**src/rtl/draw_pkg.sv**
```systemverilog
// Shared types and defaults for the playfield background stage and its flash FSM.
package draw_pkg;

    typedef logic [11:0] rgb_t;

    localparam int DEF_HOR_PIX   = 1024;
    localparam int DEF_VER_PIX   = 768;
    localparam int DEF_GRID_LOG2 = 4;

    localparam rgb_t DEF_BORDER_COLOR = 12'h740;
    localparam rgb_t DEF_FLASH_COLOR  = 12'hF00;
    localparam rgb_t DEF_BG_COLOR     = 12'hDA5;
    localparam rgb_t DEF_BG_ALT_COLOR = 12'hC94;

    typedef enum logic [1:0] {
        IDLE      = 2'd0,
        FLASH_ON  = 2'd1,
        FLASH_OFF = 2'd2
    } flash_state_t;

    // Halves each 4-bit channel; used for the darker grid-line shade.
    function automatic rgb_t half_rgb(input rgb_t c);
        return {1'b0, c[11:9], 1'b0, c[7:5], 1'b0, c[3:1]};
    endfunction

endpackage

```
**src/rtl/flash_fsm.sv**
```systemverilog
// Border flash sequencer: alternates ON/OFF phases of FLASH_PERIOD frames, FLASH_COUNT phases total.
module flash_fsm
    import draw_pkg::*;
#(
    parameter int FLASH_PERIOD = 8,
    parameter int FLASH_COUNT  = 6
) (
    input  logic pclk,
    input  logic rst,
    input  logic frame_tick,
    input  logic flash_req,
    output logic flash_on,
    output logic flash_busy
);

    localparam int FW = $clog2(FLASH_PERIOD + 1);
    localparam int PW = $clog2(FLASH_COUNT + 1);

    flash_state_t  state, state_nxt;
    logic [FW-1:0] frame_cnt, frame_nxt;
    logic [PW-1:0] phase, phase_nxt;

    always_ff @(posedge pclk) begin
        if (rst) begin
            state     <= IDLE;
            frame_cnt <= '0;
            phase     <= '0;
        end else begin
            state     <= state_nxt;
            frame_cnt <= frame_nxt;
            phase     <= phase_nxt;
        end
    end

    // A request always wins over a coincident frame tick.
    always_comb begin
        state_nxt = state;
        frame_nxt = frame_cnt;
        phase_nxt = phase;
        if (flash_req) begin
            state_nxt = FLASH_ON;
            frame_nxt = '0;
            phase_nxt = PW'(1);
        end else if (frame_tick && state != IDLE) begin
            if (frame_cnt == FW'(FLASH_PERIOD - 1)) begin
                frame_nxt = '0;
                if (phase == PW'(FLASH_COUNT)) begin
                    state_nxt = IDLE;
                end else begin
                    state_nxt = (state == FLASH_ON) ? FLASH_OFF : FLASH_ON;
                    phase_nxt = phase + PW'(1);
                end
            end else begin
                frame_nxt = frame_cnt + FW'(1);
            end
        end
    end

    assign flash_on   = (state == FLASH_ON);
    assign flash_busy = (state != IDLE);

endmodule

```
**src/rtl/draw_playfield.sv**
```systemverilog
// Playfield background: blanking, border ring (with flash), solid/checker interior; 2-cycle latency.
// Optional grid-line overlay on the interior: define DRAW_PLAYFIELD_GRID_LINES_EN.
module draw_playfield
    import draw_pkg::*;
#(
    parameter int   HOR_PIX      = DEF_HOR_PIX,
    parameter int   VER_PIX      = DEF_VER_PIX,
    parameter int   GRID_LOG2    = DEF_GRID_LOG2,
    parameter int   FRAME_X_SIZE = 40,
    parameter int   FRAME_Y_SIZE = 20,
    parameter int   FRAME_WIDTH  = 1,
    parameter rgb_t BORDER_COLOR = DEF_BORDER_COLOR,
    parameter rgb_t FLASH_COLOR  = DEF_FLASH_COLOR,
    parameter rgb_t BG_COLOR     = DEF_BG_COLOR,
    parameter rgb_t BG_ALT_COLOR = DEF_BG_ALT_COLOR,
    parameter int   FLASH_PERIOD = 8,
    parameter int   FLASH_COUNT  = 6
) (
    input  logic        pclk,
    input  logic        rst,
    input  logic [10:0] hcount_in,
    input  logic [10:0] vcount_in,
    input  logic        hsync_in,
    input  logic        hblnk_in,
    input  logic        vsync_in,
    input  logic        vblnk_in,
    input  logic        checker_en,
    input  logic        flash_req,
    output logic [10:0] hcount_out,
    output logic [10:0] vcount_out,
    output logic        hsync_out,
    output logic        hblnk_out,
    output logic        vsync_out,
    output logic        vblnk_out,
    output logic [11:0] rgb_out,
    output logic [6:0]  grid_x_out,
    output logic [5:0]  grid_y_out,
    output logic        flash_busy
);

    localparam int GRID   = 1 << GRID_LOG2;
    localparam int X_OUT  = (HOR_PIX - FRAME_X_SIZE * GRID) / 2;
    localparam int Y_OUT  = (VER_PIX - FRAME_Y_SIZE * GRID) / 2;
    localparam int X_END  = X_OUT + FRAME_X_SIZE * GRID;
    localparam int Y_END  = Y_OUT + FRAME_Y_SIZE * GRID;
    localparam int BW     = FRAME_WIDTH * GRID;

    localparam logic [10:0] XO_L = 11'(X_OUT);
    localparam logic [10:0] XO_H = 11'(X_END);
    localparam logic [10:0] YO_L = 11'(Y_OUT);
    localparam logic [10:0] YO_H = 11'(Y_END);
    localparam logic [10:0] XI_L = 11'(X_OUT + BW);
    localparam logic [10:0] XI_H = 11'(X_END - BW);
    localparam logic [10:0] YI_L = 11'(Y_OUT + BW);
    localparam logic [10:0] YI_H = 11'(Y_END - BW);

    logic vblnk_d, frame_tick, flash_on;
    logic in_outer, in_inner;

    assign frame_tick = vblnk_in & ~vblnk_d;

    assign in_outer = (hcount_in >= XO_L) && (hcount_in < XO_H) &&
                      (vcount_in >= YO_L) && (vcount_in < YO_H);
    assign in_inner = (hcount_in >= XI_L) && (hcount_in < XI_H) &&
                      (vcount_in >= YI_L) && (vcount_in < YI_H);

    flash_fsm #(
        .FLASH_PERIOD (FLASH_PERIOD),
        .FLASH_COUNT  (FLASH_COUNT)
    ) u_flash (
        .pclk       (pclk),
        .rst        (rst),
        .frame_tick (frame_tick),
        .flash_req  (flash_req),
        .flash_on   (flash_on),
        .flash_busy (flash_busy)
    );

    // Stage 1: geometry classification and timing capture.
    logic [10:0] s1_hcount, s1_vcount;
    logic        s1_hsync, s1_hblnk, s1_vsync, s1_vblnk;
    logic [6:0]  s1_gx;
    logic [5:0]  s1_gy;
    logic        s1_blank, s1_border, s1_inner, s1_parity, s1_chk;
`ifdef DRAW_PLAYFIELD_GRID_LINES_EN
    localparam rgb_t GRID_LINE_COLOR = half_rgb(BG_COLOR);
    logic s1_gline;

    always_ff @(posedge pclk) begin
        if (rst) s1_gline <= 1'b0;
        else     s1_gline <= (hcount_in[GRID_LOG2-1:0] == '0) ||
                             (vcount_in[GRID_LOG2-1:0] == '0);
    end
`endif

    always_ff @(posedge pclk) begin
        if (rst) begin
            vblnk_d   <= 1'b0;
            s1_hcount <= '0;
            s1_vcount <= '0;
            s1_hsync  <= 1'b0;
            s1_hblnk  <= 1'b0;
            s1_vsync  <= 1'b0;
            s1_vblnk  <= 1'b0;
            s1_gx     <= '0;
            s1_gy     <= '0;
            s1_blank  <= 1'b0;
            s1_border <= 1'b0;
            s1_inner  <= 1'b0;
            s1_parity <= 1'b0;
            s1_chk    <= 1'b0;
        end else begin
            vblnk_d   <= vblnk_in;
            s1_hcount <= hcount_in;
            s1_vcount <= vcount_in;
            s1_hsync  <= hsync_in;
            s1_hblnk  <= hblnk_in;
            s1_vsync  <= vsync_in;
            s1_vblnk  <= vblnk_in;
            s1_gx     <= 7'(hcount_in >> GRID_LOG2);
            s1_gy     <= 6'(vcount_in >> GRID_LOG2);
            s1_blank  <= hblnk_in | vblnk_in;
            s1_border <= in_outer & ~in_inner;
            s1_inner  <= in_inner;
            s1_parity <= hcount_in[GRID_LOG2] ^ vcount_in[GRID_LOG2];
            s1_chk    <= checker_en;
        end
    end

    // Stage 2: colour priority blank > border > interior > outside.
    rgb_t rgb_nxt;

    always_comb begin
        rgb_nxt = BG_COLOR;
        if (s1_blank) begin
            rgb_nxt = 12'h000;
        end else if (s1_border) begin
            rgb_nxt = flash_on ? FLASH_COLOR : BORDER_COLOR;
        end else if (s1_inner) begin
            rgb_nxt = (s1_chk && s1_parity) ? BG_ALT_COLOR : BG_COLOR;
`ifdef DRAW_PLAYFIELD_GRID_LINES_EN
            if (s1_gline) rgb_nxt = GRID_LINE_COLOR;
`endif
        end
    end

    always_ff @(posedge pclk) begin
        if (rst) begin
            hcount_out <= '0;
            vcount_out <= '0;
            hsync_out  <= 1'b0;
            hblnk_out  <= 1'b0;
            vsync_out  <= 1'b0;
            vblnk_out  <= 1'b0;
            rgb_out    <= '0;
            grid_x_out <= '0;
            grid_y_out <= '0;
        end else begin
            hcount_out <= s1_hcount;
            vcount_out <= s1_vcount;
            hsync_out  <= s1_hsync;
            hblnk_out  <= s1_hblnk;
            vsync_out  <= s1_vsync;
            vblnk_out  <= s1_vblnk;
            rgb_out    <= rgb_nxt;
            grid_x_out <= s1_gx;
            grid_y_out <= s1_gy;
        end
    end

endmodule

```
**config.mk**
```make
export PLATFORM = sky130hd
export DESIGN_NAME = draw_playfield
export DESIGN_NICKNAME = d
export VERILOG_FILES = /design/src/rtl/draw_pkg.sv /design/src/rtl/flash_fsm.sv /design/src/rtl/draw_playfield.sv
export SDC_FILE = /design/constraint.sdc
export NUM_CORES = 1
export LEC_CHECK = 0
export CORE_MARGIN = 2
export CORE_UTILIZATION = 25
export CTS_CLUSTER_SIZE = 14
export DETAILED_ROUTE_END_ITERATION = 7
export SYNTH_ARGS = -nofsm -noshare
export SYNTH_HDL_FRONTEND = slang
export SYNTH_HIERARCHICAL = 1
export SYNTH_SLANG_ARGS = --single-unit
```
**constraint.sdc**
```tcl
create_clock -name pclk -period 1.3 [get_ports pclk]
set_input_delay 0.13 -clock pclk [delete_from_list [all_inputs] [get_ports pclk]]
set_output_delay 0.13 -clock pclk [all_outputs]
set_load 0.05 [all_outputs]
```
Word level (Yosys, flattened, before mapping). Index checks and enable logic that the tools add are counted.

Flip-flop bits (word level): 104. Bits of input ports: 30. Logic and storage cells: 79.

$add $sub $neg: 2. Magnitude comparators: 8. Eq/ne operators: 4. Mux-type cells: 14. Bitwise operators: 7. Reduce and logical (&&, ||, !) cells: 17.

Operators with widths (number): >= comparator 11 x 8 -> 1 bit, second input constant (4); less-than comparator 11 x 10 -> 1 bit, second input constant (4); 2-to-1 mux 12 bit (2); 2-to-1 mux 9 bit (2); logical AND 1 bit (8); 2-to-1 mux 1 bit (7); AND reduction 3 bit (2); nonzero test 2 bit (3); adder 4 x 1 -> 4 bit, second input constant (1); equality test 4 x 3 -> 1 bit, second input constant (1); 2-to-1 mux 2 bit (2); 2-to-1 mux 4 bit (1); AND reduction 2 bit (2); OR reduction 2 bit (2); adder 3 x 1 -> 3 bit, second input constant (1); equality test 3 bit, second input constant (1); inverter 1 bit (3); bitwise AND 1 bit (2); equality test 2 x 1 -> 1 bit, second input constant (1); != test 2 bit, second input constant (1); OR 1 bit (1); bitwise XOR 1 bit (1).

Depth between registers and ports, before layout.
Depth in word-level cells: 6. Depth in mapped cells: 5.

Hierarchy. Netlist, hierarchy kept.

By module, submodules not included: draw_playfield (instances 1, cells an instance 177, area an instance 2018.2 um^2, sequential area each 1301.2 um^2); flash_fsm (instances 1, cells an instance 51, area an instance 459.2 um^2, sequential area each 180.2 um^2).

Worst setup path before layout. Ideal clock, no wire load.

Path type: reg-to-reg. From: register u_flash.frame_cnt[0]. To: register u_flash.phase[1]. Arrival time: 1.229 ns. Data required time: 1.209 ns. Path slack: -0.020 ns. Stages on the path, launching flop included: 6. Path buffers: 1. Cell sequence: dfxtp_1 -> ha_1 -> and4b_1 -> clkbuf_2 -> and2_4 -> a311oi_1.

Cells in the longest elaborated chain, start to end: 2.

Ends and longest elaborated chain: start, declared (line flash_fsm.sv:20) `logic [FW-1:0] frame_cnt, frame_nxt;`; start signal, assigned (line flash_fsm.sv:30) `frame_cnt <= frame_nxt;`; equality test 4 x 3 -> 1 bit (line flash_fsm.sv:45) `if (frame_cnt == FW'(FLASH_PERIOD - 1)) begin`; AND reduction 3 bit (no line); end signal, assigned (line flash_fsm.sv:31) `phase <= phase_nxt;`; end, declared (line flash_fsm.sv:21) `logic [PW-1:0] phase, phase_nxt;`.

Every way passes these cells. A chain may end at the register's enable or synchronous reset.

==> flow_metrics.env <==
export IMPL_status="finished, final reports clean"
export IMPL_multiInputGateArea_um2=886
export IMPL_layout_cells_most_common_list="sky130_fd_sc_hd__dfxtp_1, sky130_fd_sc_hd__nor2b_1, sky130_fd_sc_hd__buf_12"
export IMPL_leakage_power_nw=1.63
export IMPL_initial_core_util_pct=25.6
export IMPL_yosysWarnings=6
export IMPL_drv_cap=0
export IMPL_syn_cell_area_um2=2480
export IMPL_count_of_distinct_cell_types_in_the_synthesized_netlist=44
export IMPL_die_area_um2=10700
export IMPL_routed_wire_length_per_instance_um=11.5
export IMPL_timing_critical_path_arrival_ns=1.54
export IMPL_regArea_um2=1490
export IMPL_globalRouteOverflowTotal=0
export IMPL_worst_setup_path_end_kind="register"
export IMPL_syn_inst=228
export IMPL_vias_per_cell=3.97
export IMPL_core_area_um2=9680
export IMPL_post_route_drc_count=0
export IMPL_crit_path_start_kind="register"
export IMPL_die_height_um=104
export IMPL_yosysSeqAreaShare_pct=59.8
export IMPL_placed_area_um2=3850
export IMPL_critical_path_class="reg -> reg"
export IMPL_final_area_um2=4150
export IMPL_layout_drive_gt1_share_pct=32.8
export IMPL_fin_crit_ns=1.27
export IMPL_holdCritPathClass="in -> reg"
export IMPL_yosys_register_bits=74
export IMPL_grt_antenna_before_repair=0
export IMPL_rows=36
export IMPL_synthesis_area_per_instance_um2=10.9
export IMPL_finalSetupViolCount=0
export IMPL_clk_latency_ns=0.34
export IMPL_grt_setup_unrepaired="yes"
export IMPL_floorplan_die_width_um=104
export IMPL_hold_viol=0
export IMPL_critical_path_required_ns=1.57
export IMPL_report_final_slew_viol_count=0
export IMPL_totalPowerFinal_mw=5.03
export IMPL_grt_first_pass_wirelength_mm=8.55
export IMPL_first_global_vias=1769
export IMPL_dp_cells=428
export IMPL_cts_inserted_buffers=9
export IMPL_worstPathMaxFanout=4
export IMPL_power_per_cell_area_nw_per_um2=1210
export IMPL_drt_iter0_markers=70
export IMPL_tritoncts="built"
export IMPL_synth_enable_flop_cells=0
export IMPL_inserted_diodes=0
export IMPL_top_level_ports=82
export IMPL_post_synth_top_flop="sky130_fd_sc_hd__dfxtp_1"
export IMPL_clkSlewWorstSetupHoldPaths_ns=0.08
export IMPL_worst_case_vdd_ir_drop_uv=732
export IMPL_layoutNonFillerInstCount=447
export IMPL_fmax_mhz=788
export IMPL_period_utilization_pct=97.6
export IMPL_dp_final_hpwl_mm=3.79
export IMPL_drt_first_pass_iters=4
export IMPL_maximum_level_of_the_cts_h_tree=3
export IMPL_nets=342
export IMPL_route_vias_total=1774
export IMPL_clock_skew_final_ns=0.00656
export IMPL_clock_path_buffers=2
export IMPL_cts_sinks=74
export IMPL_areaGrowthSynthToFinish_pct=67.4
export IMPL_numPortBuffers=79
export IMPL_commonest_non_fill_non_tap_cell_in_the_layout="sky130_fd_sc_hd__dfxtp_1"
export IMPL_n_fill_cell=902
export IMPL_global_route_usage_total_pct=10.1
export IMPL_antenna_left=0
export IMPL_wl_mm=5.15
export IMPL_root_buffer="sky130_fd_sc_hd__clkbuf_8"
export IMPL_grt_start_max_net_pins=29
export IMPL_async_flop_share_pct=0
export IMPL_place_congestion=0.710
logic make-up after synthesis:
logic type	synth area share (%)
AND/OR/NAND/NOR	23.2
flip-flops	59.8
buffers and inverters	7.17
AO/OA/AOI/OAI	6.72
adder cells (fa/ha/maj)	1.52
XOR/XNOR	1.06
other	0.151
multiplexers	0.404
final timing paths:
path	from	end	slack (ns)	cells after the start
worst min register to register	s1_hcount[5]	hcount_out[5]	0.44	1
worst max-delay path	s1_vblnk	u_flash/frame_cnt[3]	0.03	4
worst min-delay path	rst	hcount_out[10]	0.13	2
worst max register to register	s1_vblnk	u_flash/frame_cnt[3]	0.03	4
where the power goes:
part | internal, mW | total (mW) | switching (mW)
Combinational | 0.420 | 0.816 | 0.396
Sequential | 2.36 | 2.43 | 0.0683
Clock | 0.902 | 1.78 | 0.880
Total | 3.68 | 5.03 | 1.34
worst max-delay path, stage by stage (launching register included):
cell	delay (ns)
sky130_fd_sc_hd__dfxtp_1	0.35
sky130_fd_sc_hd__nor2b_4	0.16
sky130_fd_sc_hd__o21ai_2	0.08
sky130_fd_sc_hd__or4_1	0.47
sky130_fd_sc_hd__a21oi_1	0.15
cell usage after synthesis (2+ instances only):
cell type / count / area share [%]
sky130_fd_sc_hd__dfxtp_1: 74 / 60
sky130_fd_sc_hd__and2b_1: 2 / 0.61
sky130_fd_sc_hd__nand2_1: 6 / 0.91
sky130_fd_sc_hd__o21ai_0: 3 / 0.61
sky130_fd_sc_hd__or2_2: 3 / 0.76
sky130_fd_sc_hd__nand3_1: 4 / 0.81
sky130_fd_sc_hd__a211oi_1: 4 / 1.2
sky130_fd_sc_hd__nor2b_1: 53 / 13
sky130_fd_sc_hd__inv_1: 3 / 0.45
sky130_fd_sc_hd__and2_1: 3 / 0.76
sky130_fd_sc_hd__o211ai_1: 2 / 0.61
sky130_fd_sc_hd__nor2_1: 6 / 0.91
sky130_fd_sc_hd__a21oi_1: 4 / 0.81
sky130_fd_sc_hd__a31oi_1: 3 / 0.76
sky130_fd_sc_hd__clkbuf_1: 6 / 0.91
sky130_fd_sc_hd__ha_1: 3 / 1.5
sky130_fd_sc_hd__buf_4: 17 / 5.2
sky130_fd_sc_hd__xor2_1: 2 / 0.71
sky130_fd_sc_hd__nor3_1: 5 / 1.0
timing repair:
item	CTS	global route
hold buffers	0	0
gates resized for setup	9	10
cloned	0	0
setup buffers	0	3
setup endpoints to repair	6	5
pin swaps	1	4
cell type report:
class | count | area share, %
multi-input combinational | 127 | 21.4
tap | 133 | 4.01
sequential | 74 | 36.0
clock inverter | 7 | 1.90
timing repair buffer | 94 | 33.5
clock buffer | 9 | 2.99
inverter | 3 | 0.271
metal layers:
layer	GRT usage (%)	wire (um)	up-vias
met5	0	0	-
met4	3.76	46	0
met3	5.41	431	4
met2	15.9	2460	62
met1	11.7	2210	819
li1	-	-	889
per-stage QoR:
step | worst slack, ns | utilization, % | TNS, ns | hold slack (ns)
after global placement | -0.326 | 39.7 | -2.35 | 0.418
after global routing | -0.0164 | 42.8 | -0.0179 | 0.172
after detailed placement | -0.420 | 39.7 | -2.87 | 0.422
after floorplan | 0.0146 | - | 0 | 0.199
final | 0.0309 | 42.8 | 0 | 0.134
after CTS | 0.00573 | 42.1 | 0 | 0.130
state kept, by name, summed over array words and instances (netlist names):
signal             cells
s1_inner               1
u_flash/state          2
s1_hsync               1
s1_vsync               1
hblnk_out              1
s1_hblnk               1
s1_border              1
s1_chk                 1
s1_vblnk               1
u_flash/frame_cnt      4
rgb_out                8
hcount_out            11
hsync_out              1
s1_parity              1
u_flash/phase          3
vsync_out              1
vcount_out            11
s1_blank               1
vblnk_out              1
s1_vcount             11
s1_hcount             11
No activity file was read; power rests on OpenSTA's default activity.
